--- config.mk ---
export PLATFORM = sky130hd
export DESIGN_NAME = mem_stage_ctrl_flat
export DESIGN_NICKNAME = d
export VERILOG_FILES = /design/src/rtl/mem_stage_ctrl_if.sv /design/src/rtl/mem_stage_ctrl.sv /design/src/flat_wrapper.sv
export SDC_FILE = /design/constraint.sdc
export NUM_CORES = 1
export LEC_CHECK = 0
export ABC_AREA = 1
export BUFFER_PORTS_ARGS = -buffer_cell sky130_fd_sc_hd__buf_2
export CAP_MARGIN = 10
export CORE_UTILIZATION = 35
export CTS_BUF_LIST = sky130_fd_sc_hd__clkbuf_4
export DETAILED_ROUTE_END_ITERATION = 10
export PLACE_DENSITY = 0.62
export SETUP_SLACK_MARGIN = 0.2
export SYNTH_ARGS = -nofsm -noshare
export SYNTH_HDL_FRONTEND = slang
export SYNTH_SLANG_ARGS = --single-unit
--- constraint.sdc ---
create_clock -name clk -period 3.05 [get_ports clk]
set_clock_uncertainty 0.15 [all_clocks]
set_input_delay 0.915 -clock clk [delete_from_list [all_inputs] [get_ports clk]]
set_output_delay 0.915 -clock clk [all_outputs]
set_load 0.01 [all_outputs]
--- src/rtl/mem_stage_ctrl_if.sv ---
// Data-memory request bus between the MEM-stage controller (master) and a stalling
// memory (slave): one-cycle rd/wr strobes gated by busy, completion signalled by done.
interface mem_stage_ctrl_if #(
  parameter int AW = 16,
  parameter int DW = 16
);
  logic [AW-1:0] mem_addr;
  logic [DW-1:0] mem_wdata;
  logic          mem_rd;
  logic          mem_wr;
  logic          mem_busy;
  logic          mem_done;
  logic [DW-1:0] mem_rdata;

  modport master (
    output mem_addr, mem_wdata, mem_rd, mem_wr,
    input  mem_busy, mem_done, mem_rdata
  );

  modport slave (
    input  mem_addr, mem_wdata, mem_rd, mem_wr,
    output mem_busy, mem_done, mem_rdata
  );
endinterface

--- src/rtl/mem_stage_ctrl.sv ---
// MEM-stage controller: hits complete in the issue cycle, misses stall until done plus one
// RELEASE cycle; busy stalls without issuing. MEM_ALIGN_CHK_EN flags odd addresses instead.
module mem_stage_ctrl #(
  parameter int AW     = 16,
  parameter int DW     = 16,
  parameter int PERF_W = 16
) (
  input  logic              clk,
  input  logic              rst,
  input  logic [AW-1:0]     aluResult_XM,
  input  logic [DW-1:0]     readData2_XM,
  input  logic              memRead_XM,
  input  logic              memWrite_XM,
  input  logic              HALT_XM,
  mem_stage_ctrl_if.master  mem,
  output logic [DW-1:0]     readData_M,
  output logic              stall_M,
  output logic              err_M,
  output logic [PERF_W-1:0] stall_cycles
);

  typedef enum logic [1:0] {IDLE, WAIT, RELEASE} state_t;

  state_t        state, state_nxt;
  logic [DW-1:0] rdata_q;
  logic          ld_q;
  logic          err_q;

  logic op, is_ld, conflict, misalign, go, issue;

  assign op       = (memRead_XM | memWrite_XM) & ~HALT_XM;
  assign is_ld    = memRead_XM & ~memWrite_XM;
  assign conflict = memRead_XM & memWrite_XM;
`ifdef MEM_ALIGN_CHK_EN
  assign misalign = aluResult_XM[0];
`else
  assign misalign = 1'b0;
`endif
  assign go    = op & ~misalign;
  assign issue = (state == IDLE) & go & ~mem.mem_busy;

  always_ff @(posedge clk or negedge rst) begin
    if (!rst) state <= IDLE;
    else      state <= state_nxt;
  end

  always_comb begin
    state_nxt = state;
    case (state)
      IDLE:    if (issue && !mem.mem_done) state_nxt = WAIT;
      WAIT:    if (mem.mem_done) state_nxt = RELEASE;
      RELEASE: state_nxt = IDLE;
      default: state_nxt = IDLE;
    endcase
  end

  // Everything is forced low while reset is held, including the pass-through buses.
  always_comb begin
    mem.mem_addr  = '0;
    mem.mem_wdata = '0;
    mem.mem_rd    = 1'b0;
    mem.mem_wr    = 1'b0;
    readData_M    = '0;
    stall_M       = 1'b0;
    err_M         = 1'b0;
    if (rst) begin
      mem.mem_addr  = aluResult_XM;
      mem.mem_wdata = readData2_XM;
      case (state)
        IDLE: begin
          if (op && misalign) begin
            err_M = 1'b1;
          end else if (go) begin
            if (mem.mem_busy) begin
              stall_M = 1'b1;
            end else begin
              mem.mem_wr = memWrite_XM;
              mem.mem_rd = ~memWrite_XM;
              if (mem.mem_done) begin
                readData_M = is_ld ? mem.mem_rdata : '0;
                err_M      = conflict;
              end else begin
                stall_M = 1'b1;
              end
            end
          end
        end
        WAIT:    stall_M = 1'b1;
        RELEASE: begin
          readData_M = ld_q ? rdata_q : '0;
          err_M      = err_q;
        end
        default: ;
      endcase
    end
  end

  always_ff @(posedge clk or negedge rst) begin
    if (!rst) begin
      rdata_q <= '0;
      ld_q    <= 1'b0;
      err_q   <= 1'b0;
    end else begin
      if (issue) begin
        ld_q  <= is_ld;
        err_q <= conflict;
      end
      if (state == WAIT && mem.mem_done && ld_q) rdata_q <= mem.mem_rdata;
    end
  end

  always_ff @(posedge clk or negedge rst) begin
    if (!rst)                                stall_cycles <= '0;
    else if (stall_M && stall_cycles != '1) stall_cycles <= stall_cycles + 1'b1;
  end

endmodule

--- src/flat_wrapper.sv ---
// flat-port wrapper written by rule: the top's interface ports become plain ports
module mem_stage_ctrl_flat 
#(
  parameter int AW     = 16,
  parameter int DW     = 16,
  parameter int PERF_W = 16
)
  (clk, rst, aluResult_XM, readData2_XM, memRead_XM, memWrite_XM, HALT_XM, readData_M, stall_M, err_M, stall_cycles, mem_mem_addr, mem_mem_wdata, mem_mem_rd, mem_mem_wr, mem_mem_busy, mem_mem_done, mem_mem_rdata);
  mem_stage_ctrl_if #(.AW(AW), .DW(DW)) mem_i ();
  input  logic clk;
  input  logic rst;
  input  logic [AW-1:0] aluResult_XM;
  input  logic [DW-1:0] readData2_XM;
  input  logic memRead_XM;
  input  logic memWrite_XM;
  input  logic HALT_XM;
  output logic [DW-1:0] readData_M;
  output logic stall_M;
  output logic err_M;
  output logic [PERF_W-1:0] stall_cycles;
  output wire logic [$bits(mem_i.mem_addr)-1:0] mem_mem_addr;
  output wire logic [$bits(mem_i.mem_wdata)-1:0] mem_mem_wdata;
  output wire logic [$bits(mem_i.mem_rd)-1:0] mem_mem_rd;
  output wire logic [$bits(mem_i.mem_wr)-1:0] mem_mem_wr;
  input wire logic [$bits(mem_i.mem_busy)-1:0] mem_mem_busy;
  input wire logic [$bits(mem_i.mem_done)-1:0] mem_mem_done;
  input wire logic [$bits(mem_i.mem_rdata)-1:0] mem_mem_rdata;
  assign mem_mem_addr = mem_i.mem_addr;
  assign mem_mem_wdata = mem_i.mem_wdata;
  assign mem_mem_rd = mem_i.mem_rd;
  assign mem_mem_wr = mem_i.mem_wr;
  assign mem_i.mem_busy = mem_mem_busy;
  assign mem_i.mem_done = mem_mem_done;
  assign mem_i.mem_rdata = mem_mem_rdata;
  mem_stage_ctrl #(.AW(AW), .DW(DW), .PERF_W(PERF_W)) u_core (.clk(clk), .rst(rst), .aluResult_XM(aluResult_XM), .readData2_XM(readData2_XM), .memRead_XM(memRead_XM), .memWrite_XM(memWrite_XM), .HALT_XM(HALT_XM), .mem(mem_i), .readData_M(readData_M), .stall_M(stall_M), .err_M(err_M), .stall_cycles(stall_cycles));
endmodule
# After elaboration in Yosys (flattened, before gate mapping)
# Cells that the tools add are included.
op_classes:
  muxes: 30
  eq_ne: 5
  n_shift: 0
  magnitude_cmp: 0
  bitwise: 9
  n_reduce_logical: 7
  multipliers: 0
  div_mod_pow: 0
  addsub: 1
op_table:
  columns: ["op", "count"]
  rows:
  - ["16-bit two-way mux", 8]
  - ["16-bit one-hot mux with 2 select lines", 1]
  - ["16-bit by 1-bit adder with 16-bit output, second input constant", 1]
  - ["1-bit two-way mux", 16]
  - ["16-bit != test, second input constant", 1]
  - ["1-bit AND", 5]
  - ["1-bit logical AND", 4]
  - ["2-bit two-way mux", 2]
  - ["2-bit != test, second input constant", 2]
  - ["1-bit one-hot mux with 2 select lines", 2]
  - ["2-bit one-hot mux with 2 select lines", 1]
  - ["1-bit inverter", 3]
  - ["2-bit by 1-bit == test with 1-bit output, second input constant", 1]
  - ["2-bit == test, second input constant", 1]
  - ["2-bit zero test", 1]
  - ["2-bit AND reduction", 1]
  - ["1-bit zero test", 1]
  - ["1-bit bitwise OR", 1]
word_totals:
  rom_bits: 0
  ff_bits: 36
  word_cells: 57
  latchBits: 0
  mem_count: 0
  output_inout_bits: 68
  ramBits: 0
  inputBits: 55

# Longest topological paths before layout
depth:
  word_depth: 8
  ltp_mapped: 10
  depth_no_buf: 9

# Worst setup path before layout
# OpenSTA, ideal clock, no wires.
synth_path:
  path_type: "input to output"
  startpoint: "input port HALT_XM"
  endpoint: "output port readData_M[10]"
  cell_stages: 6
  t_required_ns: 1.985
  path_buffers: 1
  t_arrival_ns: 1.766
  path_slack_ns: 0.219
  cell_sequence: "nor2_2 nand3_2 nor3_4 buf_6 nand2_1 a21oi_1"
synth_between:
  elab_chain_cells: 5
synth_lines:
  columns: ["element", "line", "rtl"]
  rows:
  - ["start, declared", "flat_wrapper.sv:16", "input logic HALT_XM;"]
  - ["1-bit inverter", "mem_stage_ctrl.sv:31", "assign op = (memRead_XM | memWrite_XM) & ~HALT_XM;"]
  - ["1-bit AND", "mem_stage_ctrl.sv:31", null]
  - ["16-bit two-way mux", "mem_stage_ctrl.sv:73", "end else if (go) begin"]
  - ["16-bit one-hot mux with 2 select lines", "mem_stage_ctrl.sv:69", "case (state)"]
  - ["16-bit two-way mux", "mem_stage_ctrl.sv:66", "if (rst) begin"]
  - ["end, declared", "flat_wrapper.sv:17", "output logic [DW-1:0] readData_M;"]
# No other way between the ends.

# Worst setup path in the final report
layout_path:
  startpoint: "input port HALT_XM"
  endpoint: "output port readData_M[6]"
# Same word-level chain as after synthesis.

==> flow_summary_export.csv <==
group,metric,value,unit
status,status,"finished, final reports clean",
global_routing,grt_pass1_vias,2511,
sta,period_share,96.90,%
setup_path,arrival,1890,ps
floorplanning,die-area,7338,µm²
floorplanning,dieWidth,85.67,µm
clocking,clk_pin_slew,110,ps
sta,tns,0,ps
hold_path,hp-class,"primary input to async pin",
final_layout,area_growth,40.04,%
final_layout,antenna_cells,0,
floorplanning,io_pins,123,
setup_path,path_cells,"buf_6 > nor2_4 > nand3_2 > nor3_4 > buf_12 > nand2_1 > a21oi_1 > buf_2",
setup_path,critPathKind,"primary input to output port",
power_and_ir_drop,power_frac_seq,48.4,%
power_and_ir_drop,swShare,34.27,%
clocking,cts_buffer_depth,2,
global_routing,grt_pass1_wl,10920,µm
global_routing,grt_max_degree,35,
drt,drt_iter0_drc,108,
floorplanning,num_rows,30,
power_and_ir_drop,p_per_area,406.8,nW/µm²
global_routing,use_met1,21.80,%
flow_run,drv_cap,0,
yosys,avgSynthCellArea,6.430,µm²
setup_path,critPathMaxStageDelay,190,ps
setup_path,worstPathMaxFanout,11,
sta,post-route-min-period,2955,ps
drt,ant_nets,0,
clocking,cts.sinks,36,
yosys,syn_nets,437,
drt,wl,6615,µm
placed_design,place_congestion,0.8103,
floorplanning,core-area,6794,µm²
sta,maxSlewViolCount,0,
clocking,numCtsBuffers,5,
setup_path,cp_num_buf_inv,3,
yosys,synthDistinctLibCells,25,
global_routing,grt.busiest_layer,"met2",
final_layout,drive_gt1_share,35.99,%
drt,vias,2790,
sta,worst_slew_pin_slew,382.3,ps
setup_path,path_delay_family,"simple AND/OR/NAND/NOR gates",
global_routing,grt_util_all_layers,18.19,%
global_routing,overflow,0,
global_routing,gr-usage-met3,3.080,%
global_routing,use_met2,32.87,%
power_and_ir_drop,p_int,917.4,µW
yosys,synth-adder-area-share,0.5107,%
yosys,synth-seq-cells,36,
setup_path,critPathCaptureType,"output port",
clocking,hold_buffers,0,
floorplanning,die_y,85.67,µm
setup_path,start_kind,"primary input",
power_and_ir_drop,p_switching,478.2,µW
yosys,netlist_area,2450,µm²
clocking,clock_latency,340,ps
sta,max_clock_freq,0.3384,GHz
final_layout,layout.nets,569,
yosys,muxShareOfSynthArea,0,%
yosys,synth-simple-area-share,44.23,%
global_routing,antenna_found_initial,0,
yosys,synth_top_family_by_area,"simple AND/OR/NAND/NOR gates",
placed_design,port_buffers,122,
sta,timing.slew.headroom,74.46,%
yosys,syn-instance-count,381,
setup_path,rrSetupSlack,1220,ps
power_and_ir_drop,irDropWorstVdd,144.5,µV
setup_path,critPathRequiredTime,1980,ps
power_and_ir_drop,p_comb_share,28.1,%
clocking,cts_root_buffer,"clkbuf_4",
sta,hold_violations,0,
drt,first_pass_iters,4,
floorplanning,initial_utilization,36.06,%
sta,whs,239.6,ps
sta,finalSetupViolCount,0,
final_layout,fillers,697,
yosys,synth.yosys.seq_area_share,36.77,%
sta,rsz0062_at_grt,"yes",
setup_path,critical_path.slowest_cell,"nor3_4",
placed_design,dp_hpwl,5042,µm
drt,avgRoutedWirePerCell,10.84,µm
yosys,yosysWarnings,0,
drt,viasPerCell,4.574,
yosys,synth_compound_area_share,4.545,%
power_and_ir_drop,leakagePower,0.002049,µW
drt,drcViolationCount,0,
power_and_ir_drop,clkPwrFrac,23.5,%
yosys,synth_xor_area_share,2.503,%
clocking,htreeDepth,2,
clocking,cts_tree,"yes",
power groups by stage:
stage          clock [µW]  sequential, µW  combinational (µW)
2_1_floorplan           0             675                 227
3_3_place_gp            0             680                 367
3_5_place_dp            0             685                 374
4_1_cts               343             675                 382
5_1_grt               362             689                 447
6_report              327             676                 392
through the flow:
stage          instances  area [µm²]  power (µW)  utilization (%)  worst slack, ps
3_3_place_gp         596        3198        1047            47.07            71.82
2_1_floorplan        381        2450       902.3                -            218.5
5_1_grt              610        3431        1497            50.50            10.22
3_5_place_dp         596        3198        1059            47.07            42.29
4_1_cts              605        3324        1400            48.93            90.84
6_report             610        3431        1396            50.50            94.68
sequential cells by signal, indices dropped and copies added (netlist names):
register,flops
u_core.err_q,1
u_core.rdata_q,16
u_core.state,2
u_core.stall_cycles,16
u_core.ld_q,1
cells in the mapped netlist, drive strengths merged:
cell	number	area, µm²
clkinv	1	3.750
o21a	1	7.510
nor2	24	127.6
nor3	2	21.27
buf	9	62.55
nand3	42	220.2
nand4	8	50.05
nand2	173	664.4
a21oi	18	93.84
xnor2	4	35.03
xor2	3	26.28
clkbuf	6	22.52
inv	51	191.4
dfrtp	36	900.9
ha	1	12.51
o21ai	2	10.01
final timing paths:
check | startpoint | end | cells after the start
worst max-delay path | HALT_XM | readData_M[6] | 8
worst min-delay path | rst | u_core.rdata_q[8] | 1
worst max register to register | u_core.stall_cycles[0] | u_core.stall_cycles[8] | 8
worst min register to register | u_core.rdata_q[5] | u_core.rdata_q[5] | 2
max in group asynchronous | rst | u_core.state[0] | 3
min in group clk | u_core.rdata_q[5] | u_core.rdata_q[5] | 2
what timing repair did:
item / in CTS / in global routing
endpoints found under the hold margin: 0 / 0
pin swaps: 2 / 8
setup buffers: 1 / 5
endpoints found under the setup margin: 19 / 21
resized for setup: 10 / 21
gates cloned: 0 / 0
cells in the final DEF, fill, tap and decap left out:
cell	Yosys	layout
xnor2_1	4	4
buf_12	0	1
nand3_1	40	39
o21a_1	1	1
o21ai_0	2	2
inv_1	49	45
buf_4	0	15
bufinv_16	0	1
ha_1	1	1
nand3_2	2	2
nand2_2	6	12
nand3_4	0	1
buf_2	5	118
inv_2	2	6
a21oi_1	17	12
nand4_1	8	8
a21oi_2	1	6
clkinv_1	1	3
nand2_4	0	2
clkbuf_4	0	5
nand2_1	167	159
nor3_4	1	2
buf_6	3	6
nor2_2	3	3
dfrtp_1	36	36
xor2_1	3	3
nor2_1	17	16
nor2_4	4	5
cell type report:
| cell class | count | area (µm²) | area share, % |
|---|---|---|---|
| Clock buffer | 5 | 37.54 | 1.094 |
| Multi-Input combinational cell | 278 | 1349 | 39.31 |
| Timing Repair Buffer | 140 | 790.8 | 23.05 |
| Clock inverter | 3 | 37.54 | 1.094 |
| Tap cell | 96 | 120.1 | 3.501 |
| Inverter | 52 | 195.2 | 5.689 |
| Sequential cell | 36 | 900.9 | 26.26 |
routing by layer:
layer | share of wire [%] | vias up | wire, µm
li1 | - | 1436 | -
met1 | 43 | 1239 | 2873
met2 | 50 | 107 | 3317
met3 | 5.2 | 8 | 347
met4 | 1.1 | 0 | 75
met5 | 0 | - | 0
cell families (layout without fill, tap and decap cells):
kind of cell | Yosys count | count (layout)
AND/OR/NAND/NOR | 249 | 249
buffers and inverters | 67 | 200
flip-flops | 36 | 36
AO/OA/AOI/OAI | 21 | 21
XOR/XNOR | 7 | 7
adder cells (fa/ha/maj) | 1 | 1
No activity file was read; power rests on OpenSTA's default activity.
